--- config.mk ---
export PLATFORM = sky130hd
export DESIGN_NAME = cha_bank_mapper
export DESIGN_NICKNAME = d
export VERILOG_FILES = /design/src/rtl/cha_pkg.sv /design/src/rtl/cha_strobe_sync.sv /design/src/rtl/cha_bank_mapper.sv
export SDC_FILE = /design/constraint.sdc
export NUM_CORES = 1
export LEC_CHECK = 0
export BUFFER_PORTS_ARGS = -buffer_cell sky130_fd_sc_hd__buf_2
export CORE_MARGIN = 10
export CORE_UTILIZATION = 25
export CTS_BUF_LIST = sky130_fd_sc_hd__clkbuf_8
export CTS_CLUSTER_SIZE = 12
export DETAILED_ROUTE_END_ITERATION = 10
export GPL_ROUTABILITY_DRIVEN = 0
export PLACE_DENSITY_LB_ADDON = 0.2
export SLEW_MARGIN = 10
export SYNTH_ARGS = -nofsm -noshare
export SYNTH_HDL_FRONTEND = slang
export SYNTH_SLANG_ARGS = --single-unit
--- constraint.sdc ---
create_clock -name CLK_12M -period 4.8 [get_ports CLK_12M]
set_input_delay 0.72 -clock CLK_12M [delete_from_list [all_inputs] [get_ports CLK_12M]]
set_output_delay 0.72 -clock CLK_12M [all_outputs]
set_load 0.1 [all_outputs]
--- src/rtl/cha_pkg.sv ---
// cha_pkg: FSM states, default table entry and derived-width helpers for the CHA bank mapper
package cha_pkg;
    typedef enum logic [1:0] {IDLE, SETTLE, RUN} state_t;
    localparam int DEF_IX = 0;
    function automatic int all_w(input int ix_w);
        return ix_w + 1;
    endfunction
    function automatic int tbl_aw(input int depth);
        return $clog2(depth);
    endfunction
endpackage

--- src/rtl/cha_strobe_sync.sv ---
// cha_strobe_sync: two-flop synchroniser and rising-edge detect of PCK1B with the PBUS slice kept aligned
module cha_strobe_sync #(
    parameter int W = 7
) (
    input  logic         clk,
    input  logic         rst_n,
    input  logic         strobe,
    input  logic [W-1:0] data,
    output logic         rise,
    output logic [W-1:0] data_q
);
    logic [1:0]   s;
    logic         prev;
    logic [W-1:0] d1;
    always_ff @(posedge clk or negedge rst_n) begin
        if (!rst_n) begin
            s      <= '0;
            prev   <= 1'b0;
            d1     <= '0;
            data_q <= '0;
        end else begin
            s      <= {s[0], strobe};
            prev   <= s[1];
            d1     <= data;
            data_q <= d1;
        end
    end
    assign rise = s[1] & ~prev;
endmodule

--- src/rtl/cha_bank_mapper.sv ---
// cha_bank_mapper: runtime-loadable {IX,MASK} C-ROM bank mapper with settle FSM, chip decode and overflow flag
module cha_bank_mapper
    import cha_pkg::*;
#(
    parameter int GSEL_W     = 8,
    parameter int TBL_DEPTH  = 16,
    parameter int LAT_W      = 7,
    parameter int IX_W       = 12,
    parameter int CHIP_W     = 2,
    parameter int NUM_CHIPS  = 3,
    parameter int SETTLE_CYC = 16,
    localparam int ALL_W     = all_w(IX_W),
    localparam int TBL_AW    = tbl_aw(TBL_DEPTH),
    localparam int ENT_W     = IX_W + LAT_W - 1
) (
    input  logic                      CLK_12M,
    input  logic                      nRESET,
    input  logic                      PCK1B,
    input  logic [LAT_W-1:0]          PBUS_LAT,
    input  logic [GSEL_W-1:0]         GSEL,
    input  logic                      TBL_WE,
    input  logic [TBL_AW-1:0]         TBL_ADDR,
    input  logic [ENT_W-1:0]          TBL_DATA,
    output logic [ALL_W-CHIP_W-2:0]   C_ADDR,
    output logic [2*NUM_CHIPS-1:0]    C_nOE,
    output logic                      READY,
    output logic                      ERR
);
    localparam int CNT_W = $clog2(SETTLE_CYC);
    localparam logic [CNT_W-1:0]  CNT_LOAD  = CNT_W'(SETTLE_CYC - 1);
    localparam logic [ENT_W-1:0]  DEF_ENTRY = {IX_W'(DEF_IX), {(LAT_W-1){1'b1}}};
    localparam logic [CHIP_W:0]   CHIPS     = (CHIP_W+1)'(NUM_CHIPS);

    logic                 strb;
    logic [LAT_W-1:0]     pbus_q, lat;
    logic [ENT_W-1:0]     tbl [TBL_DEPTH];
    logic [ENT_W-1:0]     ent;
    logic [IX_W-1:0]      ix;
    logic [LAT_W-2:0]     mask;
    logic [GSEL_W-1:0]    gsel_q;
    state_t               state, state_n;
    logic [CNT_W-1:0]     cnt, cnt_n;
    logic                 gsel_zero, in_tbl, reload, half, gate;
    logic [IX_W:0]        sum;
    logic [ALL_W-1:0]     full;
    logic [CHIP_W-1:0]    chip;
    logic [2*NUM_CHIPS-1:0] noe;

    cha_strobe_sync #(.W(LAT_W)) u_sync (
        .clk    (CLK_12M),
        .rst_n  (nRESET),
        .strobe (PCK1B),
        .data   (PBUS_LAT),
        .rise   (strb),
        .data_q (pbus_q)
    );

    assign gsel_zero = GSEL == '0;
    assign in_tbl    = GSEL[GSEL_W-1:TBL_AW] == '0;
    assign ent       = in_tbl ? tbl[GSEL[TBL_AW-1:0]] : DEF_ENTRY;
    assign {ix, mask} = ent;
    // Leaving reset or IDLE already starts a full settle, so a change away from 0 is not a reload
    assign reload = (GSEL != gsel_q && gsel_q != '0) ||
                    (TBL_WE && in_tbl && TBL_ADDR == GSEL[TBL_AW-1:0]);

    assign sum  = {1'b0, ix} + (IX_W+1)'(lat[LAT_W-1:1] & mask);
    assign full = {sum[IX_W-1:0], lat[0]};
    assign chip = full[ALL_W-1 -: CHIP_W];
    assign half = full[ALL_W-CHIP_W-1];
    // Gate on the next state so C_nOE and READY change on the same edge
    assign gate = state_n != RUN || sum[IX_W] || {1'b0, chip} >= CHIPS;

    always_comb begin
        noe = '1;
        for (int i = 0; i < NUM_CHIPS; i++)
            if (!gate && chip == CHIP_W'(i)) noe[2*i +: 2] = {~half, half};
    end

    always_comb begin
        state_n = state;
        cnt_n   = cnt;
        if (gsel_zero) state_n = IDLE;
        else if (state == IDLE || reload) begin
            state_n = SETTLE;
            cnt_n   = CNT_LOAD;
        end else if (state == SETTLE) begin
            if (cnt == '0) state_n = RUN;
            else cnt_n = cnt - 1'b1;
        end
    end

    always_ff @(posedge CLK_12M or negedge nRESET) begin
        if (!nRESET) begin
            state <= SETTLE;
            cnt   <= CNT_LOAD;
        end else begin
            state <= state_n;
            cnt   <= cnt_n;
        end
    end

    always_ff @(posedge CLK_12M or negedge nRESET) begin
        if (!nRESET) begin
            gsel_q <= '0;
            lat    <= '0;
            C_ADDR <= '0;
            C_nOE  <= '1;
            ERR    <= 1'b0;
            for (int i = 0; i < TBL_DEPTH; i++) tbl[i] <= DEF_ENTRY;
        end else begin
            gsel_q <= GSEL;
            if (strb) lat <= pbus_q;
            C_ADDR <= full[ALL_W-CHIP_W-2:0];
            C_nOE  <= noe;
            ERR    <= !gsel_zero && (ERR || sum[IX_W]);
            if (TBL_WE) tbl[TBL_ADDR] <= TBL_DATA;
        end
    end

    assign READY = state == RUN;
endmodule

[Word-level counts from Yosys, hierarchy flattened]
Cells that the tools add are included.
Storage, ports and cells
  bits in registers: 343
  input port bits: 41
  output and inout bits: 18
  word-level logic and storage cells: 88
Cells by class
  add/sub/neg operators: 2
  order comparisons: 4
  equal/unequal tests: 8
  mux-type cells: 17
  bitwise gates (word level): 7
  reduce and logical (&&, ||, !) cells: 23
Operators by type and width (number)
  $bwmux 288: 1
  $bmux 18 s4: 1
  $demux 18 s4: 1
  $mux 18: 4
  $mux 2: 7
  $add 12x6->13: 1
  $mux 4: 3
  $ge 5x5->1 const B: 2
  $not 4->5: 2
  $logic_and 1x1->1: 8
  $logic_not 4->1: 2
  $logic_not 8->1: 1
  $ne 8x8->1: 1
  $reduce_bool 8->1: 1
  $and 6x6->6: 1
  $logic_or 1x1->1: 5
  $lt 5x1->1 const B: 1
  $eq 2x1->1 const B: 2
  $eq 2x2->1 const B: 2
  $eq 4x4->1: 1
  $logic_not 2->1: 2
  $ne 2x2->1 const B: 2
  $sub 4x1->4 const B: 1
  $not 1->1: 3
  other kinds (5): 6

[Longest topological paths before layout]
  depth after elaboration: 13
  gate-level depth with buffers: 16
  gate-level depth less buffers: 12

[Hierarchy]
Synthesis repeated with hierarchy kept, for this count alone.
Second synthesis, totals
  cells, all modules: 999
  area total of the unflattened synthesis: 15595.0 sq um
Modules (own cells, without submodules)
  cha_bank_mapper: instances 1, cells an instance 981, area each 15155.8 sq um, sequential area each 8291.7 sq um
  cha_strobe_sync: instances 1, cells an instance 18, area each 439.2 sq um, sequential area each 425.4 sq um

[Least setup slack after synthesis]
OpenSTA, ideal clock, no wires.
  path type: input-to-reg
  start: input port GSEL[0]
  end: register C_nOE[5]
  setup time: 0.096 ns
  data arrival time: 4.262 ns
  required time: 4.704 ns
  setup slack: 0.442 ns
  cell stages on the path: 16
  path buffers: 4
  cell sequence: buf_6 > buf_8 > buf_6 > buf_4 > mux4_2 > mux4_2 > o21a_1 > ha_1 > fa_1 > a211oi_1 > o21bai_1 > a21o_1 > o21ai_2 > nor3_2 > o32ai_2 > nand3_1
Between the ends
  cells in the longest elaborated chain, start to end: 12
  elaborated cells on any way between the ends: 25
  those cells by class: 1 x add/sub; 1 x order compare; 4 x eq/ne; 7 x mux; 3 x bitwise; 9 x reduce/logical
RTL lines
  from (decl): line cha_bank_mapper.sv:20  | input logic [GSEL_W-1:0] GSEL,
  $not 4->5 (not written as such) (tied with other cells): line cha_bank_mapper.sv:60  | assign ent = in_tbl ? tbl[GSEL[TBL_AW-1:0]] : DEF_ENTRY;
  $bmux 18 s4 (tied with other cells): line cha_bank_mapper.sv:60
  $mux 18 (not written as such) / $logic_or 1x1->1 (equally long branches): line cha_bank_mapper.sv:60, cha_bank_mapper.sv:63
  $mux 18 (not written as such) / $logic_or 1x1->1 (equally long branches): line cha_bank_mapper.sv:60, cha_bank_mapper.sv:83
  $mux 18 / $mux 2 (equally long branches): line cha_bank_mapper.sv:60, cha_bank_mapper.sv:83
  $and 6x6->6 / $mux 2 (equally long branches): line cha_bank_mapper.sv:66, cha_bank_mapper.sv:82
  $add 12x6->13 / $ne 2x2->1 (equally long branches): line cha_bank_mapper.sv:66, cha_bank_mapper.sv:71
  $ge 2x2->1 / $logic_or 1x1->1 (equally long branches): line cha_bank_mapper.sv:71  | assign gate = state_n != RUN || sum[IX_W] || {1'b0, chip} >= CHIPS;
  $logic_or 1x1->1: line cha_bank_mapper.sv:71
  $logic_not 1->1: line cha_bank_mapper.sv:76  | if (!gate && chip == CHIP_W'(i)) noe[2*i +: 2] = {~half, half};
  $logic_and 1x1->1: line cha_bank_mapper.sv:76
  $mux 2 *: line cha_bank_mapper.sv:76
  named net noe[5]: line cha_bank_mapper.sv:47  | logic [2*NUM_CHIPS-1:0] noe;
  to (signal assigned): line cha_bank_mapper.sv:114  | C_nOE <= noe;
  to (decl): line cha_bank_mapper.sv:25  | output logic [2*NUM_CHIPS-1:0] C_nOE,
Mark *: on every way through the listed nets, which the timed path passes. The rest lies on a longest branch. The select of a mux whose other input is x is not followed.
A chain may end at the register's enable or synchronous reset.

[Worst setup path in the final report]
  start: input port GSEL[0]
  end: register C_nOE[1]
The elaborated chain is that of the path after synthesis.

==> results.md <==
* Synth top area cells: dfrtp_1, mux2_2, dfstp_2
* Row cnt at 91
* Mean post-synth cell area at 16.07 µm²
* Unrepaired setup endpoints after global routing: no
* Share of cells above drive strength 1 at 61.81%
* Setup Skew at 0.01917 ns
* NumNets Final at 1,106
* Core ar. at 61,600 µm²
* Number of global-route vias before repair at 9,598
* Yosys reg bits at 343
* Hold Vio Cnt, Final at 0
* CTS tree: done
* Synth area leader: dfrtp_1
* Synth warn at 0
* Fmax at 250.8 MHz
* VDD IR-drop max at 0.1524 mV
* Post-synth top flop: dfrtp_1
* Clock latency on the worst-skew pair at 0.67 ns
* Min cycle time layout at 3.987 ns
* Post-route DRC at 0
* Dpl cell area at 16,920 µm²
* Post-CTS Setup Bufs at 0
* Root Buffer: clkbuf_8
* CP Launch Type: primary input
* Critical-path top delay cell: or4_4
* Global-route wire length before repair at 64,990 µm
* Req. time, crit path at 5.35 ns
* Min Hold Slack at 0.1608 ns
* Cell Pwr Density at 440.7 nW/µm²
* Area share of the largest cell type after synthesis at 38.04%
* Full die area at 72,470 µm²
* Slew Limit Headroom at 34.97%
* Most frequent cells in the layout: mux2_2, dfrtp_1, dfstp_2
* CTS resizes at 0
* Vias at 8,738
* Synth unique cells at 61
* Crit path max-delay family: multiplexers
* Status: complete, no violations
* GR Layer Usage met3 at 2.089%
* DR pass1 iterations at 6
* CTS Buf Count at 61
* DPL Wire Length at 26,920 µm
* Longest Clk Path Bufs at 3
* CP arrival at 4.53 ns
* # IOs at 59
* Starting Density at 25.20%
* Leak Pwr at 7.519 nW
* Final cycle utilization of the critical path at 83.06%
* Commonest non-fill, non-tap cell in the layout: mux2_2
* Max-Cap Viols at 0
* Setup TNS at 0 ns
* Asr flop ratio synth at 100.0%
* Post-Syn Area at 15,520 µm²
* Worst path max stage delay at 0.56 ns
* Worst Path Buf+Inv at 2
* Crit-path cells: buf_4 -> buf_4 -> mux4_2 -> mux4_2 -> o21a_1 -> ha_1 -> o21ai_0 -> o21bai_1 -> a21o_1 -> o21ai_2 -> or4_4 -> o22ai_2 -> nand4_1
* Number of flops mapped to enable cells by yosys at 0
* Worst setup EP type: flop
* Cts-stage hold buffer count at 0
* Final Setup Violations at 0
* Max Slew Vio Count at 0
* Reg clk slew, reported paths at 0.07 ns
* CTS Sinks at 343
* Hold Crit Class: in2async
* GR peak layer: met2
* Routed WL at 42,830 µm
* Drt initial violations at 381
* Met2 usage in global routing at 18.65%
* Chip height at 269.2 µm
* Initial antenna violation count at 5
* Per-cell routed wire length at 22.04 µm
* Cells after Synth at 966
* Post-route cell area at 18,140 µm²
* Critical path class: in2reg
* DIE WIDTH at 269.2 µm
* Total GRT Usage at 11.78%
* Layout area overhead at 16.88%
* Largest net degree at the start of global routing at 113
* Mapped Nets at 1,015
* I/O Buffers at 58
* Final ANT Viol Nets at 0
* Slew @ Worst Pin at 0.9744 ns
* Util after Layout at 29.46%
* Gr ovfl total at 0
* Met1 usage at 16.09%
* Post-synthesis sequential area ratio at 56.15%
* Vias per inst at 4.497
* CP max FO at 21
* # H-tree levels at 2
layout make-up:
cell class                      instances  area, µm²
Timing Repair Buffer                   95      645.6
Multi-Input combinational cell        551       6489
Inverter                                5      18.77
Antenna cell                            1      2.502
Clock buffer                           79       1087
Clock inverter                         32      137.6
Fill cell                            6099      43450
Sequential cell                       343       8717
Tap cell                              837       1047
metrics by stage:
stage / std cells / setup slack, ns / power (mW)
finish: 1943 / 0.8130 / 7.997
global route: 1943 / 0.5875 / 8.438
CTS: 1942 / 0.8220 / 8.141
detailed placement: 1831 / 0.1101 / 5.357
global placement: 1831 / 0.1440 / 5.325
floorplan: 966 / 0.4419 / 4.917
layer usage:
layer,routed length (µm),part of all wire [%]
met3,1759,4.1
met4,967,2.3
met5,13,0.030
met1,20210,47
met2,19880,46
registers in the layout, indices dropped and copies added, names as in the netlist:
signal and cells:
ERR 1, tbl 288, C_ADDR 10, cnt 4
u_sync.data_q 7, lat 7, C_nOE 6, gsel_q 8
state 2, u_sync.prev 1, u_sync.d1 7, u_sync.s 2
final timing paths:
| path | from | to | slack [ns] | depth (start not counted) |
|---|---|---|---|---|
| max | GSEL[0] | C_nOE[1]$_DFF_PN1_ | 0.81 | 13 |
| min | nRESET | tbl[80]$_DFFE_PN0P_ | 0.16 | 1 |
| max reg2reg | tbl[144]$_DFFE_PN1P_ | C_nOE[4]$_DFF_PN1_ | 1.13 | 12 |
| min reg2reg | u_sync.d1[5]$_DFF_PN0_ | u_sync.data_q[5]$_DFF_PN0_ | 0.34 | 0 |
| max in group asynchronous | nRESET | tbl[131]$_DFFE_PN1P_ | 3.56 | 2 |
| min in group CLK_12M | PBUS_LAT[3] | u_sync.d1[3]$_DFF_PN0_ | 0.17 | 1 |
kinds of logic after synthesis:
kind of cell	synth area share, %
mux	34.44
flops	56.15
simple gates	2.950
buf+inv	2.249
compound gates	2.402
xor+xnor	1.120
fa+ha+maj	0.6931
power breakdown:
group / switching, mW / internal (mW)
registers: 0.295 / 3.63
logic: 0.573 / 0.800
clock network: 1.24 / 1.46
total: 2.11 / 5.89
worst reg2reg max path, delay by kind of cell, from the launching register on:
kind	cells	cell delay (ns)
mux	2	0.94
flops	1	0.37
fa+ha+maj	2	0.67
compound gates	6	1.38
simple gates	2	0.23
Yosys cell counts, types with 2 or more instances:
cell type	n
mux4_1	9
nand3_1	4
o21ai_0	7
a21oi_1	8
nand2_1	11
a21o_1	5
buf_6	5
and3_1	3
and2_1	6
mux2_2	298
nor2b_1	4
buf_4	5
buf_2	6
o21bai_1	3
nand3b_1	3
nor3_1	2
or3_1	4
o21a_1	7
mux2i_1	11
a22oi_1	2
dfrtp_1	236
ha_1	7
clkbuf_1	44
dfstp_2	107
nand4_1	2
a31oi_1	2
nor2_1	24
xor2_1	11
nor3b_1	3
o211a_1	2
o311ai_0	2
mux4_2	73
inv_1	4
nand2b_1	5
nor4_1	5
buf_1	5
xnor2_1	7
Power figures use the tool's default switching activity.
